## config.mk

```make
export PLATFORM = sky130hd
export DESIGN_NAME = regfile_write_arbiter
export DESIGN_NICKNAME = d
export VERILOG_FILES = /design/src/rtl/regfile_write_arbiter.sv
export SDC_FILE = /design/constraint.sdc
export NUM_CORES = 1
export LEC_CHECK = 0
export ABC_AREA = 1
export CELL_PAD_IN_SITES_DETAIL_PLACEMENT = 1
export CELL_PAD_IN_SITES_GLOBAL_PLACEMENT = 1
export CORE_UTILIZATION = 40
export DETAILED_ROUTE_END_ITERATION = 8
export GPL_ROUTABILITY_DRIVEN = 0
export PLACE_DENSITY = 0.84
export SYNTH_ARGS = -nofsm -noshare
export SYNTH_HDL_FRONTEND = slang
export SYNTH_SLANG_ARGS = --single-unit
```

## constraint.sdc

```tcl
create_clock -name clk -period 4.8 [get_ports clk]
set_clock_uncertainty 0.2 [all_clocks]
set_input_delay 0.96 -clock clk [delete_from_list [all_inputs] [get_ports clk]]
set_output_delay 0.96 -clock clk [all_outputs]
set_load 0.01 [all_outputs]
```

## src/rtl/regfile_write_arbiter.sv

```systemverilog
// Register-file write port D arbiter: the pipeline writeback has priority, and aux results wait in a 2-entry FIFO.
// Optional build macro WB_ARB_STARVE_EN adds an IDLE/WAIT/FORCE starvation FSM that drives pipe_stall.
module regfile_write_arbiter #(
  parameter int MAX_WAIT = 8
) (
  input  logic        clk,
  input  logic        reset,
  input  logic        pipe_valid,
  input  logic        pipe_is_dest_special,
  input  logic [4:0]  pipe_dest,
  input  logic [31:0] pipe_result,
  input  logic        aux_valid,
  output logic        aux_ready,
  input  logic        aux_is_dest_special,
  input  logic [4:0]  aux_dest,
  input  logic [31:0] aux_result,
  output logic        pipe_stall,
  output logic        portD_enable,
  output logic [4:0]  portD_key,
  output logic [31:0] portD_value
);

  typedef struct packed {
    logic        special;
    logic [4:0]  dest;
    logic [31:0] result;
  } wb_req_t;

  // Key 0 is the special register; a plain write to x0 is dropped.
  function automatic logic is_effective(input logic special, input logic [4:0] dest);
    return special ? (dest == 5'd0) : (dest != 5'd0);
  endfunction

  wb_req_t     fifo_q [2];
  wb_req_t     head;
  logic        rd_ptr_q, rd_ptr_d;
  logic        wr_ptr_q, wr_ptr_d;
  logic [1:0]  count_q, count_d;
  logic        portD_enable_q, portD_enable_d;
  logic [4:0]  portD_key_q, portD_key_d;
  logic [31:0] portD_value_q, portD_value_d;
  logic        pipe_win, push, pop;

  assign head      = fifo_q[rd_ptr_q];
  assign aux_ready = (count_q != 2'd2);
  assign pipe_win  = pipe_valid && is_effective(pipe_is_dest_special, pipe_dest);
  assign push      = aux_valid && aux_ready;
  assign pop       = (count_q != 2'd0) && !pipe_win;

  always_ff @(posedge clk) begin
    if (push) fifo_q[wr_ptr_q] <= {aux_is_dest_special, aux_dest, aux_result};
  end

  always_comb begin
    rd_ptr_d = rd_ptr_q;
    wr_ptr_d = wr_ptr_q;
    count_d  = count_q;
    if (push) wr_ptr_d = ~wr_ptr_q;
    if (pop)  rd_ptr_d = ~rd_ptr_q;
    unique case ({push, pop})
      2'b10:   count_d = count_q + 2'd1;
      2'b01:   count_d = count_q - 2'd1;
      default: count_d = count_q;
    endcase
  end

  // Grant stage: key/value follow the granted source, hold when nothing is granted.
  always_comb begin
    portD_enable_d = 1'b0;
    portD_key_d    = portD_key_q;
    portD_value_d  = portD_value_q;
    if (pipe_win) begin
      portD_enable_d = 1'b1;
      portD_key_d    = pipe_dest;
      portD_value_d  = pipe_result;
    end else if (pop) begin
      portD_enable_d = is_effective(head.special, head.dest);
      portD_key_d    = head.dest;
      portD_value_d  = head.result;
    end
  end

  always_ff @(posedge clk or posedge reset) begin
    if (reset) begin
      rd_ptr_q       <= 1'b0;
      wr_ptr_q       <= 1'b0;
      count_q        <= 2'd0;
      portD_enable_q <= 1'b0;
      portD_key_q    <= 5'd0;
      portD_value_q  <= 32'd0;
    end else begin
      rd_ptr_q       <= rd_ptr_d;
      wr_ptr_q       <= wr_ptr_d;
      count_q        <= count_d;
      portD_enable_q <= portD_enable_d;
      portD_key_q    <= portD_key_d;
      portD_value_q  <= portD_value_d;
    end
  end

  assign portD_enable = portD_enable_q;
  assign portD_key    = portD_key_q;
  assign portD_value  = portD_value_q;

`ifdef WB_ARB_STARVE_EN
  typedef enum logic [1:0] {S_IDLE, S_WAIT, S_FORCE} starve_state_e;

  localparam logic [7:0] WAIT_LAST = 8'(MAX_WAIT - 1);

  function automatic logic [7:0] sat_inc(input logic [7:0] v);
    return (v == 8'hFF) ? v : v + 8'd1;
  endfunction

  starve_state_e state_q, state_d;
  logic [7:0]    wait_cnt_q, wait_cnt_d;
  logic          pipe_stall_q, pipe_stall_d;

  always_ff @(posedge clk or posedge reset) begin
    if (reset) begin
      state_q      <= S_IDLE;
      wait_cnt_q   <= 8'd0;
      pipe_stall_q <= 1'b0;
    end else begin
      state_q      <= state_d;
      wait_cnt_q   <= wait_cnt_d;
      pipe_stall_q <= pipe_stall_d;
    end
  end

  always_comb begin
    state_d    = state_q;
    wait_cnt_d = wait_cnt_q;
    unique case (state_q)
      S_IDLE: begin
        if (push) begin
          state_d    = S_WAIT;
          wait_cnt_d = 8'd0;
        end
      end
      S_WAIT, S_FORCE: begin
        if (pop) begin
          wait_cnt_d = 8'd0;
          state_d    = (count_d != 2'd0) ? S_WAIT : S_IDLE;
        end else begin
          wait_cnt_d = sat_inc(wait_cnt_q);
          if (state_q == S_WAIT && wait_cnt_q == WAIT_LAST) state_d = S_FORCE;
        end
      end
      default: state_d = S_IDLE;
    endcase
  end

  // Bubble request is registered so it is high exactly while the FSM sits in FORCE.
  always_comb begin
    pipe_stall_d = (state_d == S_FORCE);
  end

  assign pipe_stall = pipe_stall_q;
`else
  logic unused_max_wait;
  assign unused_max_wait = (MAX_WAIT != 0);
  assign pipe_stall      = 1'b0;
`endif

endmodule

```

# Yosys cells after proc, flatten, opt, wreduce, memory -nomap -nowiden
# Memory sizes are Yosys's and may differ from the RTL's.
# Index checks and enable logic that the tools add are counted.
# W data, S select, Z words.
word_totals:
  register_bits: 42
  latch_bits: 0
  ram_bits: 76
  mem_bits_ro: 0
  inputBits: 80
  out_inout_bits: 40
  wordCells: 36
  n_memories: 1
mem_list:
  columns: ["memory", "words", "word_bits", "rd", "rd_ports_with_merged_regs", "wr", "line_no", "rtl"]
  rows:
  - ["fifo_q", 2, 38, 1, 0, 1, "34", "wb_req_t fifo_q [2];"]
classes:
  n_addsub: 2
  n_mul: 0
  div: 0
  n_lt_le_gt_ge: 0
  n_eq_ne: 3
  shift: 0
  n_mux: 11
  n_bitwise: 2
  reduce_logical: 11
ops:
  columns: ["op", "n"]
  rows:
  - ["$mux W32", 2]
  - ["$logic_not A5 Y1", 2]
  - ["$mux W5", 2]
  - ["$reduce_bool A5 Y1", 2]
  - ["$mux W1", 6]
  - ["$reduce_bool A2 Y1", 3]
  - ["$pmux W2 S2", 1]
  - ["$logic_and A1 B1 Y1", 3]
  - ["$add A2 B1 Y2 const B", 1]
  - ["$eq A2 B1 Y1 const B", 1]
  - ["$eq A2 B2 Y1 const B", 1]
  - ["$ne A2 B2 Y1 const B", 1]
  - ["$not A1 Y1", 2]
  - ["$sub A2 B1 Y2 const B", 1]
  - ["$logic_not A1 Y1", 1]

# Logic depth before layout (Yosys ltp)
depth:
  depth_word: 7
  mapped_depth: 11
  mapped_depth_nobuf: 10

# Least setup slack after synthesis
# Ideal clock, no wire load.
synth_path:
  path_kind: "input port to flip-flop"
  from: "input aux_valid"
  to: "memory fifo_q[1][0] (netlist bit) (enable)"
  setup_time_ps: 435
  t_arrival_ps: 2679
  required_ps: 4165
  path_slack_ps: 1486
  stages: 2
  path_buffers: 0
  path_cell_list: "nand2_1 > nor2_1"
synth_via:
  elab_chain_len: 3
synth_rtl:
  columns: ["element", "line_no", "rtl"]
  rows:
  - ["start: declaration", "12", "input logic aux_valid,"]
  - ["$logic_and A1 B1 Y1", "47", "assign push = aux_valid && aux_ready;"]
  - ["$mux W1", "51", "if (push) fifo_q[wr_ptr_q] <= {aux_is_dest_special, aux_dest, aux_result};"]
  - ["$mux W1 (not written as such)", "51", null]
  - ["end: declaration", "34", null]
# Every way passes these cells.

# Final worst setup path
layout_path:
  from: "input pipe_dest[4]"
  to: "register portD_value_q[2], in the netlist portD_value[2]"
layout_via:
  elab_chain_len: 6
  word_cells_on_any_way: 8
  cone_classes: "mux (2); reduce/logical (6)"
layout_rtl:
  columns: ["element", "line_no", "rtl"]
  rows:
  - ["start: declaration", "10", "input logic [4:0] pipe_dest,"]
  - ["$reduce_bool A5 Y1 or $logic_not A5 Y1 (tied branches)", "31", "return special ? (dest == 5'd0) : (dest != 5'd0);"]
  - ["$mux W1 (*)", "31", null]
  - ["$logic_and A1 B1 Y1 (*)", "46", "assign pipe_win = pipe_valid && is_effective(pipe_is_dest_special, pipe_dest);"]
  - ["$logic_not A1 Y1", "48", "assign pop = (count_q != 2'd0) && !pipe_win;"]
  - ["$logic_and A1 B1 Y1", "48", null]
  - ["$reduce_bool A2 Y1 (no source line)", null, null]
  - ["end signal: assignment", "97", "portD_value_q <= portD_value_d;"]
  - ["end: declaration", "41", "logic [31:0] portD_value_q, portD_value_d;"]
# Mark *: on every way between the ends. The rest lies on a longest branch, timed or not.
# A chain may end at the register's enable or synchronous reset.

==> qor.txt <==
Tcrit/Tclk final = 63.3%
Post-synth EDFFs = 76
DRC viols = 0
Unrepaired setup endpoints after global routing = no
Die Area = 0.0131 mm^2
Final TNS setup = 0 ps
Pleak = 2.80 nW
Area of the multi-input gates = 0.00149 mm^2
Initial Utilization = 41.6%
Via count = 4008
Layout cells sized above 1 = 10.2%
Die H = 114 um
Maximum vdd ir drop = 0.286 mV
IO Port Bufs = 118
Overflow after GRT = 0
Htree depth = 4
Largest net degree at the start of global routing = 77
Clock tree root driver cell = clkbuf_16
Syn_nets = 541
CTS Buf Count = 17
PostCTS Resize Cnt = 0
CP max FO = 76
Max_cap viols = 0
Most common cell after layout, fill and taps aside = nand2_1
Detailed Routing Iterations Pass 1 = 5
Reg area = 0.00333 mm^2
Async set-or-reset flop fraction in the synthesized netlist = 35.6%
Dpl hpwl = 8720 um
Final Cell Area = 0.00695 mm^2
Sink Count = 118
Global Route Usage Sum = 24.9%
Area added between synthesis and finish = 37.5%
Post-synthesis cell count = 460
Power per cell area = 636 mW/mm^2
Non-Filler Instances = 750
Critical path arrival = 3180 ps
Crit Path Class = input pin to flip-flop
Starting DRT DRC Count = 220
Max Slew Vio Count = 0
Fmax = 329 MHz
Core box area = 0.0122 mm^2
Cell area after synthesis = 0.00506 mm^2
First-pass GRT wire length = 23700 um
I/O Pins = 120
Worst-path clk slew = 60 ps
# rows = 40
Rel. slew slack = 18.2%
Vias in the first global route = 4371
Layout Utilization = 57.2%
Hold Fails Final Rpt = 0
Via density = 5.34
DP Area = 0.00631 mm^2
Nets@finish = 649
Worst min-delay path category = flip-flop to flip-flop
Inst Count DP = 717
Synth Register Bits = 118
Filler Cell Count = 1285
Setup Buffers After CTS = 0
Sequential fraction of the synthesis area = 65.9%
Antenna violations before repair = 0
Antenna viol nets, final = 0
Worst-margin pin slew = 1220 ps
Most frequent cells in the layout = nand2_1 (120), clkdlybuf4s50_1 (117), nand3_1 (104), edfxtp_1 (76), dfrtp_1 (42)
Ys Warns = 0
Critical Path RT = 4940 ps
Unique cell type count in the Yosys netlist = 25
Maximum clock insertion buffer count = 2
Critical Path Sink Type = flip-flop
CTS tree = done
Ys flop type = edfxtp_1
Die width = 114 um
Tmin final = 3040 ps
Routed WL = 15000 um
Endpoints failing setup = 0
Final setup margin = 1760 ps
Syn Area/Cell = 11.0 um^2
Critical path launch point type = input pin
Clk_lat worst skew = 410 ps
Routed wire per std cell = 19.9 um
Status = completed
Dpl ws = 1370 ps
Hold Buf Count CTS = 0
-- critical path: stages --
cell and delay [ps]:
clkdlybuf4s50_1 560, nor2_4 80, nand3_2 100, nand2_4 270, nand3_4 150, buf_4 660, nand3_1 200, nand3_1 160
-- cell usage after synthesis (3+ instances only) --
master,number,area share [%]
edfxtp_1,76,45
buf_2,18,1.8
clkbuf_1,9,0.67
buf_1,3,0.22
dfrtp_1,42,21
nand3_2,12,2.4
nor2_1,6,0.45
nand4_1,36,4.5
inv_1,13,0.97
nand3_1,104,10
nand2_1,120,8.9
-- through the flow --
step	hold slack [ps]	power [mW]
3_5_place_dp	303	3.05
4_1_cts	316	4.46
6_report	313	4.42
2_1_floorplan	269	2.37
3_3_place_gp	295	2.97
5_1_grt	347	4.66
-- per-layer routing --
layer | wire length, um | share of wire (%) | vias up | global-route usage, %
li1 | - | - | 1840 | -
met1 | 6040 | 40 | 1994 | 29.4
met2 | 7690 | 51 | 146 | 42.4
met3 | 886 | 5.9 | 28 | 6.78
met4 | 336 | 2.2 | 0 | 11.3
met5 | 0 | 0 | - | 0
-- cell families after synthesis --
logic type / after synthesis / share of synthesized area (%)
buf+inv: 50 / 4.97
fa+ha+maj: 1 / 0.247
other cells: 1 / 0.0742
simple gates: 284 / 28.0
compound gates: 4 / 0.396
flops: 118 / 65.9
xor+xnor: 2 / 0.347
-- state kept, by name, summed over array words and instances, names as in the netlist --
signal,cells
fifo_q,76
portD_value,32
portD_key,5
count_q,2
portD_enable,1
rd_ptr_q,1
wr_ptr_q,1
-- cell type report --
type                       count  share of cell area [%]
antenna                        1                  0.0360
clock inverter                 8                    2.09
timing repair buffer         124                    17.6
clock buffer                  24                    7.07
tap                          168                    3.02
multi-input combinational    292                    21.5
sequential                   118                    47.9
inverter                      15                   0.810
-- worst paths after layout --
kind / startpoint / end / slack [ps] / cells past startpoint
max in group asynchronous: reset / portD_enable / 2900 / 2
hold / removal: portD_value[26] / portD_value[26] / 310 / 2
min in group asynchronous: reset / portD_value[25] / 900 / 2
setup / recovery: pipe_dest[4] / portD_value[2] / 1760 / 8
hold reg to reg: portD_value[26] / portD_value[26] / 310 / 2
setup reg to reg: count_q[0] / count_q[1] / 2150 / 8
-- report_power, final --
part / internal (mW) / switching [mW]
combinational: 0.595 / 0.841
clock: 0.923 / 0.454
sequential: 1.44 / 0.170
total: 2.96 / 1.47
No activity file was read; power rests on OpenSTA's default activity.
